[config.mk]
export PLATFORM = sky130hd
export DESIGN_NAME = jt51_acc_seq
export DESIGN_NICKNAME = d
export VERILOG_FILES = /design/src/rtl/jt51_seq_pkg.sv /design/src/rtl/jt51_frame_hs.sv /design/src/rtl/jt51_acc_seq.sv
export SDC_FILE = /design/constraint.sdc
export NUM_CORES = 1
export LEC_CHECK = 0
export ABC_AREA = 1
export BUFFER_PORTS_ARGS = -buffer_cell sky130_fd_sc_hd__buf_2
export CORE_MARGIN = 2
export CORE_UTILIZATION = 30
export DETAILED_ROUTE_END_ITERATION = 7
export GPL_TIMING_DRIVEN = 1
export HOLD_SLACK_MARGIN = 0.03
export PLACE_DENSITY = 0.53
export RECOVER_POWER = 25
export SLEW_MARGIN = 20
export SYNTH_ARGS = -nofsm -noshare
export SYNTH_HDL_FRONTEND = slang
export SYNTH_SLANG_ARGS = --single-unit
[constraint.sdc]
create_clock -name clk -period 2.3 [get_ports clk]
set_clock_uncertainty 0.15 [all_clocks]
set_input_delay 0.345 -clock clk [delete_from_list [all_inputs] [get_ports clk]]
set_output_delay 0.345 -clock clk [all_outputs]
set_load 0.01 [all_outputs]
[src/rtl/jt51_seq_pkg.sv]
// Shared constants and slot-to-group decode for the jt51 accumulator slot sequencer.
package jt51_seq_pkg;

  localparam int SLOTS = 32;

  localparam logic [1:0] GRP_M1 = 2'd0;
  localparam logic [1:0] GRP_M2 = 2'd1;
  localparam logic [1:0] GRP_C1 = 2'd2;
  localparam logic [1:0] GRP_C2 = 2'd3;

  // One-hot {c2, c1, m2, m1}; the group is the upper two bits of the slot.
  function automatic logic [3:0] grp_onehot(input logic [4:0] slot);
    logic [3:0] oh;
    oh = 4'b0000;
    case (slot[4:3])
      GRP_M1:  oh = 4'b0001;
      GRP_M2:  oh = 4'b0010;
      GRP_C1:  oh = 4'b0100;
      GRP_C2:  oh = 4'b1000;
      default: oh = 4'b0001;
    endcase
    return oh;
  endfunction

endpackage

[src/rtl/jt51_frame_hs.sv]
// Valid/ready handshake for finished stereo frames, with a sticky overrun flag.
module jt51_frame_hs (
  input  logic clk,
  input  logic rst,
  input  logic frame_end_next,
  input  logic sample_ready,
  input  logic ovr_clr,
  output logic sample_valid,
  output logic overrun
);

  logic accept;
  logic ovr_set;
  logic valid_next;
  logic overrun_next;

  always_comb begin
    accept       = sample_valid & sample_ready;
    ovr_set      = frame_end_next & sample_valid & ~sample_ready;
    valid_next   = sample_valid;
    overrun_next = overrun;
    if (frame_end_next) begin
      valid_next = 1'b1;
    end else if (accept) begin
      valid_next = 1'b0;
    end
    // A fresh overrun takes priority over a clear landing on the same edge.
    if (ovr_set) begin
      overrun_next = 1'b1;
    end else if (ovr_clr) begin
      overrun_next = 1'b0;
    end
  end

  always_ff @(posedge clk or posedge rst) begin
    if (rst) begin
      sample_valid <= 1'b0;
      overrun      <= 1'b0;
    end else begin
      sample_valid <= valid_next;
      overrun      <= overrun_next;
    end
  end

endmodule

[src/rtl/jt51_acc_seq.sv]
// 32-slot operator cycle sequencer: group strobes, channel index, op31 flag and frame handshake.
module jt51_acc_seq
  import jt51_seq_pkg::*;
#(
  parameter int OFFSET    = 0,
  parameter int OP31_SLOT = 31
) (
  input  logic       clk,
  input  logic       rst,
  input  logic       cen,
  input  logic       sync,
  input  logic       sample_ready,
  input  logic       ovr_clr,
  output logic [4:0] cnt,
  output logic [2:0] ch,
  output logic       m1_enters,
  output logic       m2_enters,
  output logic       c1_enters,
  output logic       c2_enters,
  output logic       op31_acc,
  output logic       frame_end,
  output logic       sample_valid,
  output logic       overrun
);

  localparam logic [4:0] OFF       = 5'(OFFSET);
  localparam logic [4:0] OP31      = 5'(OP31_SLOT);
  localparam logic [4:0] LAST_SLOT = 5'(SLOTS - 1);
  localparam logic [4:0] ACNT_RST  = 5'd0 - OFF;

  logic [4:0] cnt_next;
  logic [4:0] acnt;
  logic [4:0] acnt_next;
  logic [3:0] grp_next;
  logic [3:0] grp_rst;
  logic       frame_end_next;

  // Strobes load the decode of the next accumulator slot so they track the visible cnt.
  always_comb begin
    cnt_next       = sync ? 5'd0 : cnt + 5'd1;
    acnt           = cnt - OFF;
    acnt_next      = cnt_next - OFF;
    grp_next       = grp_onehot(acnt_next);
    grp_rst        = grp_onehot(ACNT_RST);
    frame_end_next = cen & (acnt == LAST_SLOT) & (acnt_next == 5'd0);
  end

  always_ff @(posedge clk or posedge rst) begin
    if (rst) begin
      cnt       <= 5'd0;
      ch        <= ACNT_RST[2:0];
      m1_enters <= grp_rst[0];
      m2_enters <= grp_rst[1];
      c1_enters <= grp_rst[2];
      c2_enters <= grp_rst[3];
      op31_acc  <= (ACNT_RST == OP31);
      frame_end <= 1'b0;
    end else if (cen) begin
      cnt       <= cnt_next;
      ch        <= acnt_next[2:0];
      m1_enters <= grp_next[0];
      m2_enters <= grp_next[1];
      c1_enters <= grp_next[2];
      c2_enters <= grp_next[3];
      op31_acc  <= (acnt_next == OP31);
      frame_end <= frame_end_next;
    end
  end

  jt51_frame_hs u_frame_hs (
    .clk            (clk),
    .rst            (rst),
    .frame_end_next (frame_end_next),
    .sample_ready   (sample_ready),
    .ovr_clr        (ovr_clr),
    .sample_valid   (sample_valid),
    .overrun        (overrun)
  );

endmodule

==> results of run 1 <==
-- cells in the final DEF, fill, tap and decap left out --
| cell | synthesis | routed |
|---|---|---|
| sky130_fd_sc_hd__o21ai_2 | 1 | 1 |
| sky130_fd_sc_hd__dlygate4sd3_1 | 0 | 1 |
| sky130_fd_sc_hd__nor2_2 | 4 | 4 |
| sky130_fd_sc_hd__dfrtp_1 | 12 | 12 |
| sky130_fd_sc_hd__clkbuf_1 | 0 | 1 |
| sky130_fd_sc_hd__inv_2 | 1 | 1 |
| sky130_fd_sc_hd__nand4_1 | 2 | 2 |
| sky130_fd_sc_hd__o21ai_1 | 3 | 3 |
| sky130_fd_sc_hd__dfstp_2 | 1 | 1 |
| sky130_fd_sc_hd__inv_1 | 9 | 9 |
| sky130_fd_sc_hd__buf_2 | 1 | 21 |
| sky130_fd_sc_hd__nand3_1 | 3 | 3 |
| sky130_fd_sc_hd__clkbuf_4 | 0 | 3 |
| sky130_fd_sc_hd__nand2_2 | 1 | 1 |
| sky130_fd_sc_hd__nand2_1 | 26 | 26 |
| sky130_fd_sc_hd__nand3_4 | 1 | 1 |
| sky130_fd_sc_hd__ha_1 | 2 | 2 |
| sky130_fd_sc_hd__o21ai_0 | 3 | 3 |
| sky130_fd_sc_hd__nor3_2 | 1 | 1 |
| sky130_fd_sc_hd__nor2_1 | 5 | 5 |
-- power breakdown --
part / switching, uW / internal, uW / total [uW]
Sequential: 10.2 / 237 / 247
Clock: 78.4 / 67.3 / 146
Combinational: 36.5 / 21.8 / 58.3
-- area by class of cell --
type	count	area (um^2)	share of cell area, %
inverter	10	37.54	4.658
timing repair buffer	22	115.1	14.29
multi-input combinational	52	266.5	33.07
clock buffer	4	26.28	3.261
sequential	13	326.6	40.53
tap	27	33.78	4.193
-- per-layer routing --
metal  track usage [%]  routed length (um)  vias to the layer above
met2             18.20                 554                       17
met5                 0                   0                        -
met3             2.924                  70                        3
met4             6.757                  27                        0
met1             15.08                 618                      257
li1                  -                   -                      287
-- critical path: stages (launching register included) --
cell and delay [ns]:
sky130_fd_sc_hd__dfrtp_1 0.44, sky130_fd_sc_hd__ha_1 0.24, sky130_fd_sc_hd__nand2_1 0.09, sky130_fd_sc_hd__nor2_1 0.05
sky130_fd_sc_hd__ha_1 0.26, sky130_fd_sc_hd__inv_1 0.03, sky130_fd_sc_hd__nor2_1 0.20, sky130_fd_sc_hd__nand2_1 0.17
sky130_fd_sc_hd__nor2_2 0.12, sky130_fd_sc_hd__nand2_1 0.05, sky130_fd_sc_hd__nand2_1 0.05
-- per-stage QoR --
| stage | hold slack, ns | worst slack, ns | instance area (um^2) | instances | utilization (%) |
|---|---|---|---|---|---|
| finish | 0.08560 | 0.3915 | 805.8 | 128 | 39.85 |
| global route | 0.07780 | 0.1850 | 805.8 | 128 | 39.85 |
| CTS | 0.08389 | 0.3637 | 805.8 | 128 | 39.85 |
| detailed placement | 0.2566 | 0.3757 | 769.5 | 123 | 38.06 |
| global placement | 0.2470 | 0.4245 | 769.5 | 123 | 38.06 |
| floorplan | 0.07124 | 0.5122 | 658.1 | 79 | - |
-- registers in the layout, summed over array words and instances (netlist names) --
signal	count
frame_end	1
c2_enters	1
op31_acc	1
c1_enters	1
u_frame_hs.sample_valid	1
cnt	5
m1_enters	1
u_frame_hs.overrun	1
m2_enters	1
-- logic make-up after synthesis --
logic type,after synthesis,share of synthesized area [%]
buffers and inverters,14,9.884
flip-flops,13,49.62
AND/OR/NAND/NOR,43,30.80
adder cells (fa/ha/maj),2,3.802
AO/OA/AOI/OAI,7,5.892
-- worst min path at each step --
stage	to	depth (start not counted)
after floorplan	c1_enters$_DFFE_PP0P_	1
after global placement	c1_enters$_DFFE_PP0P_	2
after detailed placement	c1_enters$_DFFE_PP0P_	2
after CTS	u_frame_hs.sample_valid$_DFFE_PP0P_	2
after global routing	u_frame_hs.sample_valid$_DFFE_PP0P_	2
final	u_frame_hs.sample_valid$_DFFE_PP0P_	2
-- what timing repair did --
item                                   CTS  global route
endpoints found under the hold margin   12             0
gates resized for setup                  0             0
hold buffers                             1             0
==> impl_summary.log, run 1 <==
[metrics] Setup Buffers After CTS: 0
[metrics] async set-reset flop share out of synthesis: 100.0%
[metrics] number of antenna repair diodes: 0
[metrics] critical path startpoint category: register
[metrics] hold_sp: sample_ready
[metrics] clock latency on the worst-skew pair: 0.28 ns
[metrics] area growth from synthesis to layout: 22.43%
[metrics] effective utilization at floorplan: 32.55%
[metrics] Avg Vias per Cell: 4.406
[metrics] die boundary width: 50.84 um
[metrics] CTS sink count: 13
[metrics] average cell area after synthesis: 8.331 um^2
[metrics] final critical-path share of the clock period: 82.98%
[metrics] total DRC errors in the routed layout: 0
[metrics] run status: finished clean
[metrics] Filler Cells Inserted: 219
[metrics] number of synthesis warnings: 0
[metrics] number of H-tree branching levels: 1
[metrics] Vias: around 560
[metrics] maximum resistive drop on vdd: between 200 and 250 uV
[metrics] Congestion Overflow GR: 0
[metrics] number of enable flip-flop cells after synthesis: 0
[metrics] Root Buffer: sky130_fd_sc_hd__clkbuf_4
[metrics] CTS tree: built
[metrics] number of library cell types mapped by synthesis: 18
[metrics] combined global-route utilization of all metal layers: 11.82%
[metrics] R2R Setup Slk: 0.39 ns
[metrics] total power: 451.4 uW
[metrics] Num CTS Buffers: 3
[metrics] mean routed wirelength per cell: 9.922 um
[metrics] worst-case headroom to the max-slew limit: 65.66%
[metrics] Worst-path clk slew: 0.08 ns
[metrics] weighted congestion at the end of routability-driven global placement: 0.8002
[metrics] RSZ-0062 raised after global routing: false
[metrics] layout cells sized above 1: around a third
[metrics] flip-flop cell with the highest count after synthesis: sky130_fd_sc_hd__dfrtp_1
[metrics] maximum number of buffers from clock root to sink: 2
[metrics] placeable core area: 2022 um^2
[metrics] Worst Path Required: 2.37 ns
[metrics] number of nets in the synthesized netlist: 87
[metrics] most frequent cells after synthesis: sky130_fd_sc_hd__nand2_1, sky130_fd_sc_hd__dfrtp_1, sky130_fd_sc_hd__inv_1
[metrics] aggregate routed wire length: 1270 um
[metrics] buffers added on ports: 21
[metrics] number of setup violations in the final report: 0
[metrics] Yosys top cell by area: sky130_fd_sc_hd__dfrtp_1
[metrics] Worst setup EP type: register
[metrics] destination of the critical timing path: op31_acc$_DFFE_PP0P_
[metrics] number of failing hold endpoints at the final stage: 0
[metrics] DRT Pass-1 Iters: 4
[metrics] critical register-to-register path endpoint: op31_acc$_DFFE_PP0P_
[metrics] Hold/Removal Path Class: primary input to register
[metrics] top cells by area in the synthesized netlist: sky130_fd_sc_hd__dfrtp_1, sky130_fd_sc_hd__nand2_1, sky130_fd_sc_hd__inv_1, sky130_fd_sc_hd__dfstp_2, sky130_fd_sc_hd__ha_1
[metrics] post-synth top area share: 45.63%
[metrics] leakage power: between 0.0004 and 0.0005 uW
[metrics] final critical delay including setup and external delays: 1.909 ns
[metrics] kind of critical path: register to register
[metrics] number of antenna violations at the first check in global routing: 0
[metrics] Mapped Cells: about 80
[metrics] register area share after synthesis: 49.62%
[metrics] Fin Setup TNS: 0 ns
[metrics] post-route antenna net violation count: 0
[metrics] number of DRC markers in iteration 0: 7
[metrics] area of the mapped netlist: 658.1 um^2
[metrics] crit path launch: cnt[0]$_DFFE_PP0P_
[metrics] most frequent cell after synthesis: sky130_fd_sc_hd__nand2_1
[metrics] MaxCap Viol Count: 0
[metrics] critical path arrival: between 1.5 and 2 ns
[metrics] floorplan row count: 16
[metrics] post-synthesis register bit count: 13
[metrics] Final Slew Violations: 0
[metrics] maximum net fanout on the critical path: 7
[metrics] slew of the pin with the lowest slew margin: slightly above 0.5 ns
[metrics] maximum number of pins on one net before global-route repair: 17
[metrics] Post-DP HPWL: 964.8 um
[metrics] number of nets in the layout: 110
[metrics] area of the die: 2584 um^2
[metrics] launching point of the worst reg2reg path: cnt[0]$_DFFE_PP0P_
[metrics] Cell Pwr Density: roughly 560 nW/um^2
[metrics] upper clock frequency limit: around 520 MHz
[metrics] depth of the most critical reg-to-reg path: 10
[metrics] via count of the first global-routing pass: 533
[metrics] first-pass GRT wire length: 2277 um
[metrics] floorplan die height: roughly 51 um
[metrics] number of top-level pins: 22
No activity file was read; power rests on OpenSTA's default activity.
==> run 2, diff against run 1 <==
Settings changed: ABC_AREA 1 to 0.
Clock period 2.3 ns to 1.8 ns, I/O delays scaled along.
==> run 2 against run 1 <==
Net effect:
- the run now ends with negative setup slack left
- non-clock buffer count increased by 8
- first-iteration DRC count increased by 43%
- clock power increased by 26%
- worst hold slack improved by 0.046 ns
- design area increased by 13%
==> impl_summary.log, run 2 <==
[metrics] Worst Path Required: 1.87 ns (-0.50 ns)
[metrics] slowest cell on the critical path: sky130_fd_sc_hd__dfrtp_2
[metrics] floorplan die height: 50.57 um (-0.52%)
[metrics] top cells by area in the synthesized netlist: sky130_fd_sc_hd__dfrtp_1, sky130_fd_sc_hd__dfstp_2, sky130_fd_sc_hd__o2bb2ai_1, sky130_fd_sc_hd__ha_1, sky130_fd_sc_hd__buf_4
[metrics] maximum net fanout on the critical path: 3 (-4)
[metrics] number of enable flip-flop cells after synthesis: 0 (unchanged)
[metrics] number of nets in the synthesized netlist: 67 (-23%)
[metrics] Hold/Removal Path Class: primary input to register
[metrics] violations in the final reports: negative setup slack
[metrics] number of cells in the design after placement: 108 (-12%)
[metrics] cell area after placement: 854.6 um^2 (+11%)
[metrics] slew of the pin with the lowest slew margin: 0.4888 ns (-0.02575 ns)
[metrics] RSZ-0062 raised after global routing: true
[metrics] leakage power: 0.0004658 uW (+1.7%)
[metrics] Largest register FFs: 5 (unchanged)
[metrics] average cell area after synthesis: 11.03 um^2 (+32%)
[metrics] CTS tree: built
[metrics] via count of the first global-routing pass: 494 (-7.3%)
[metrics] CTS sink count: 13 (unchanged)
[metrics] clock latency on the worst-skew pair: 0.27 ns (about the same)
[metrics] number of antenna violations at the first check in global routing: 0 (unchanged)
[metrics] number of nets in the layout: 97 (-12%)
[metrics] Avg Vias per Cell: 4.530 (+2.8%)
[metrics] maximum number of buffers from clock root to sink: 2 (unchanged)
[metrics] total DRC errors in the routed layout: 0 (unchanged)
[metrics] hold_ws: 0.1314 ns (+0.04579 ns)
[metrics] cells along the critical path: ha_4 > and3_4 > ha_4 > nor2b_4 > nand2b_4 > nor4b_4 > a22o_1
[metrics] Post-DP HPWL: 1034 um (+7.2%)
[metrics] CP peak stage delay: 0.43 ns (about the same)
[metrics] critical path arrival: 1.96 ns (-0.02 ns)
[metrics] buffers added on ports: 21 (unchanged)
[metrics] number of DRC markers in iteration 0: 10 (+3)
[metrics] final critical-path share of the clock period: 105.1% (+22 points)
[metrics] top library cells by usage in the layout, fill and taps aside: sky130_fd_sc_hd__buf_2, sky130_fd_sc_hd__dfrtp_1, sky130_fd_sc_hd__buf_4
[metrics] MaxCap Viol Count: 0 (unchanged)
[metrics] DRT Pass-1 Iters: 4 (unchanged)
[metrics] number of synthesis warnings: 0 (unchanged)
[metrics] final critical delay including setup and external delays: 1.893 ns (-0.01589 ns)
[metrics] post-synthesis register bit count: 13 (unchanged)
[metrics] weighted congestion at the end of routability-driven global placement: 0.7497 (-6.3%)
[metrics] number of failing hold endpoints at the final stage: 0 (unchanged)
[metrics] Root Buffer: sky130_fd_sc_hd__clkbuf_4
[metrics] register area share after synthesis: 50.19% (+0.57 points)
[metrics] number of non-filler instances in the completed layout: 115 (-10%)
[metrics] number of library cell types mapped by synthesis: 28 (+10)
[metrics] Worst setup EP type: register
[metrics] leading cell type in the layout, fill and taps excluded: sky130_fd_sc_hd__buf_2
[metrics] Mapped Cells: 59 (-25%)
[metrics] mean routed wirelength per cell: 12.29 um (+24%)
[metrics] first-pass GRT wire length: 2421 um (+6.3%)
[metrics] setup slack of the critical path after layout: -0.09264 ns (-0.4841 ns)
[metrics] register with the most flip-flops: cnt
[metrics] kind of critical path: register to register
[metrics] maximum resistive drop on vdd: 433.2 uV (+85%)
[metrics] worst-case headroom to the max-slew limit: 67.38% (+1.7 points)
[metrics] Num CTS Buffers: 3 (unchanged)
[metrics] number of top-level pins: 22 (unchanged)
[metrics] number of setup violations in the final report: 5 (+5)
[metrics] area of the mapped netlist: 650.6 um^2 (-1.1%)
[metrics] async set-reset flop share out of synthesis: 100.0% (unchanged)
[metrics] upper clock frequency limit: 528.4 MHz (+0.84%)
[metrics] area growth from synthesis to layout: 39.62%
[metrics] die boundary width: 50.57 um (-0.52%)
[metrics] most frequent cell after synthesis: sky130_fd_sc_hd__dfrtp_1
[metrics] effective utilization at floorplan: 32.50% (-0.049 points)
[metrics] flip-flop cell with the highest count after synthesis: sky130_fd_sc_hd__dfrtp_1
[metrics] Worst-path clk slew: 0.08 ns (about the same)
[metrics] most frequent cells after synthesis: sky130_fd_sc_hd__dfrtp_1, sky130_fd_sc_hd__nand2_1, sky130_fd_sc_hd__nor2_1
[metrics] Congestion Overflow GR: 0 (unchanged)
[metrics] run status: finished with violations
[metrics] number of antenna repair diodes: 0 (unchanged)
[metrics] maximum number of pins on one net before global-route repair: 14 (-3)
[metrics] Final Slew Violations: 0 (unchanged)
[metrics] post-place setup slack: -0.1098 ns (-0.4855 ns)
[metrics] floorplan row count: 16 (unchanged)
[metrics] layout cells sized above 1: 55.68% (+22 points)
[metrics] Yosys top cell by area: sky130_fd_sc_hd__dfrtp_1
[metrics] post-route antenna net violation count: 0 (unchanged)
[metrics] combined global-route utilization of all metal layers: 12.93% (+1.1 points)
[metrics] placeable core area: 2002 um^2 (-0.99%)
[metrics] Cell Pwr Density: 744.7 nW/um^2 (+33%)
[metrics] final std cell area, no fill: 908.4 um^2 (+13%)
[metrics] number of H-tree branching levels: 1 (unchanged)
[metrics] aggregate routed wire length: 1413 um (+11%)
[metrics] Vias: 521 (-7.6%)
[metrics] area of the die: 2557 um^2 (-1.0%)
[metrics] critical path startpoint category: register
[metrics] post-synth top area share: 46.15% (+0.53 points)
[metrics] most frequent cell on the critical path: sky130_fd_sc_hd__ha_4
## run 2: cell types whose count changed after synthesis, moves of 2 or more
cell	delta
sky130_fd_sc_hd__o2bb2ai_1	+3
sky130_fd_sc_hd__o21ai_1	-3
sky130_fd_sc_hd__nand2_1	-21
sky130_fd_sc_hd__nor2b_1	+3
sky130_fd_sc_hd__mux2_2	+2
sky130_fd_sc_hd__nand4_1	-2
sky130_fd_sc_hd__nand3_1	-2
sky130_fd_sc_hd__nor2_2	-4
sky130_fd_sc_hd__inv_1	-5
## run 2: worst max-delay path, delay by kind of cell, from the launching register on
kind / cells / cell delay, ns
and+or+nand+nor: 4 / 0.74
DFF: 1 / 0.43
adders and majority gates: 2 / 0.36
AOI/OAI and AO/OA: 1 / 0.16
## run 2: power breakdown
part | switching [uW] | internal [uW]
Clock | 97.9 | 85.8
Sequential | 15.4 | 313
Combinational | 85.6 | 79.0
## run 2: stage by stage
step / total power (uW) / util [%] / TNS [ns]
floorplan: 440.9 / - / -0.4247
global placement: 490.9 / 42.69 / -0.2182
detailed placement: 492.5 / 42.69 / -0.2948
CTS: 685.1 / 44.88 / -0.3284
global route: 726.4 / 45.38 / -0.6227
finish: 676.5 / 45.38 / -0.2656
## run 2: worst paths after layout
| check | startpoint | to | slack, ns | cells after the start |
|---|---|---|---|---|
| worst max-delay path | cnt[1]$_DFFE_PP0P_ | u_frame_hs.overrun$_DFFE_PP0P_ | -0.09 | 7 |
| worst min-delay path | ovr_clr | u_frame_hs.overrun$_DFFE_PP0P_ | 0.13 | 3 |
| worst max register to register | cnt[1]$_DFFE_PP0P_ | u_frame_hs.overrun$_DFFE_PP0P_ | -0.09 | 7 |
| worst min register to register | c2_enters$_DFFE_PP0P_ | c2_enters$_DFFE_PP0P_ | 0.33 | 2 |
| max in group asynchronous | rst | cnt[0]$_DFFE_PP0P_ | 0.73 | 3 |
| min in group asynchronous | rst | c1_enters$_DFFE_PP0P_ | 0.42 | 3 |
## run 2: logic make-up after synthesis
| kind of cell | share of synthesized area (%) |
|---|---|
| multiplexers | 5.768 |
| buffers and inverters | 8.075 |
| flip-flops | 50.19 |
| XOR/XNOR | 1.346 |
| AND/OR/NAND/NOR | 18.46 |
| adder cells (fa/ha/maj) | 3.846 |
| AO/OA/AOI/OAI | 12.31 |
## run 2: layout make-up
cell class	instances	area (um^2)
repair buffers	30	175.2
flip-flops and latches	13	329.1
well taps	27	33.78
multi-input cells	37	329.1
fillers	211	1094
clock buffers	4	26.28
inverters	4	15.01
## run 2: routing by layer
layer,wire length (um),track usage [%],up-vias
li1,-,-,264
met1,667,17.50,247
met2,663,19.30,8
met3,60,2.679,2
met4,22,6.757,0
met5,0,0,-
## run 2: what timing repair did
action                                  4_1_cts  5_1_grt
buffers inserted                              1        1
pin swaps                                     2        0
endpoints found under the setup margin        4        5
endpoints found under the hold margin        12        0
hold buffers                                  1        0
resized for setup                             0        1
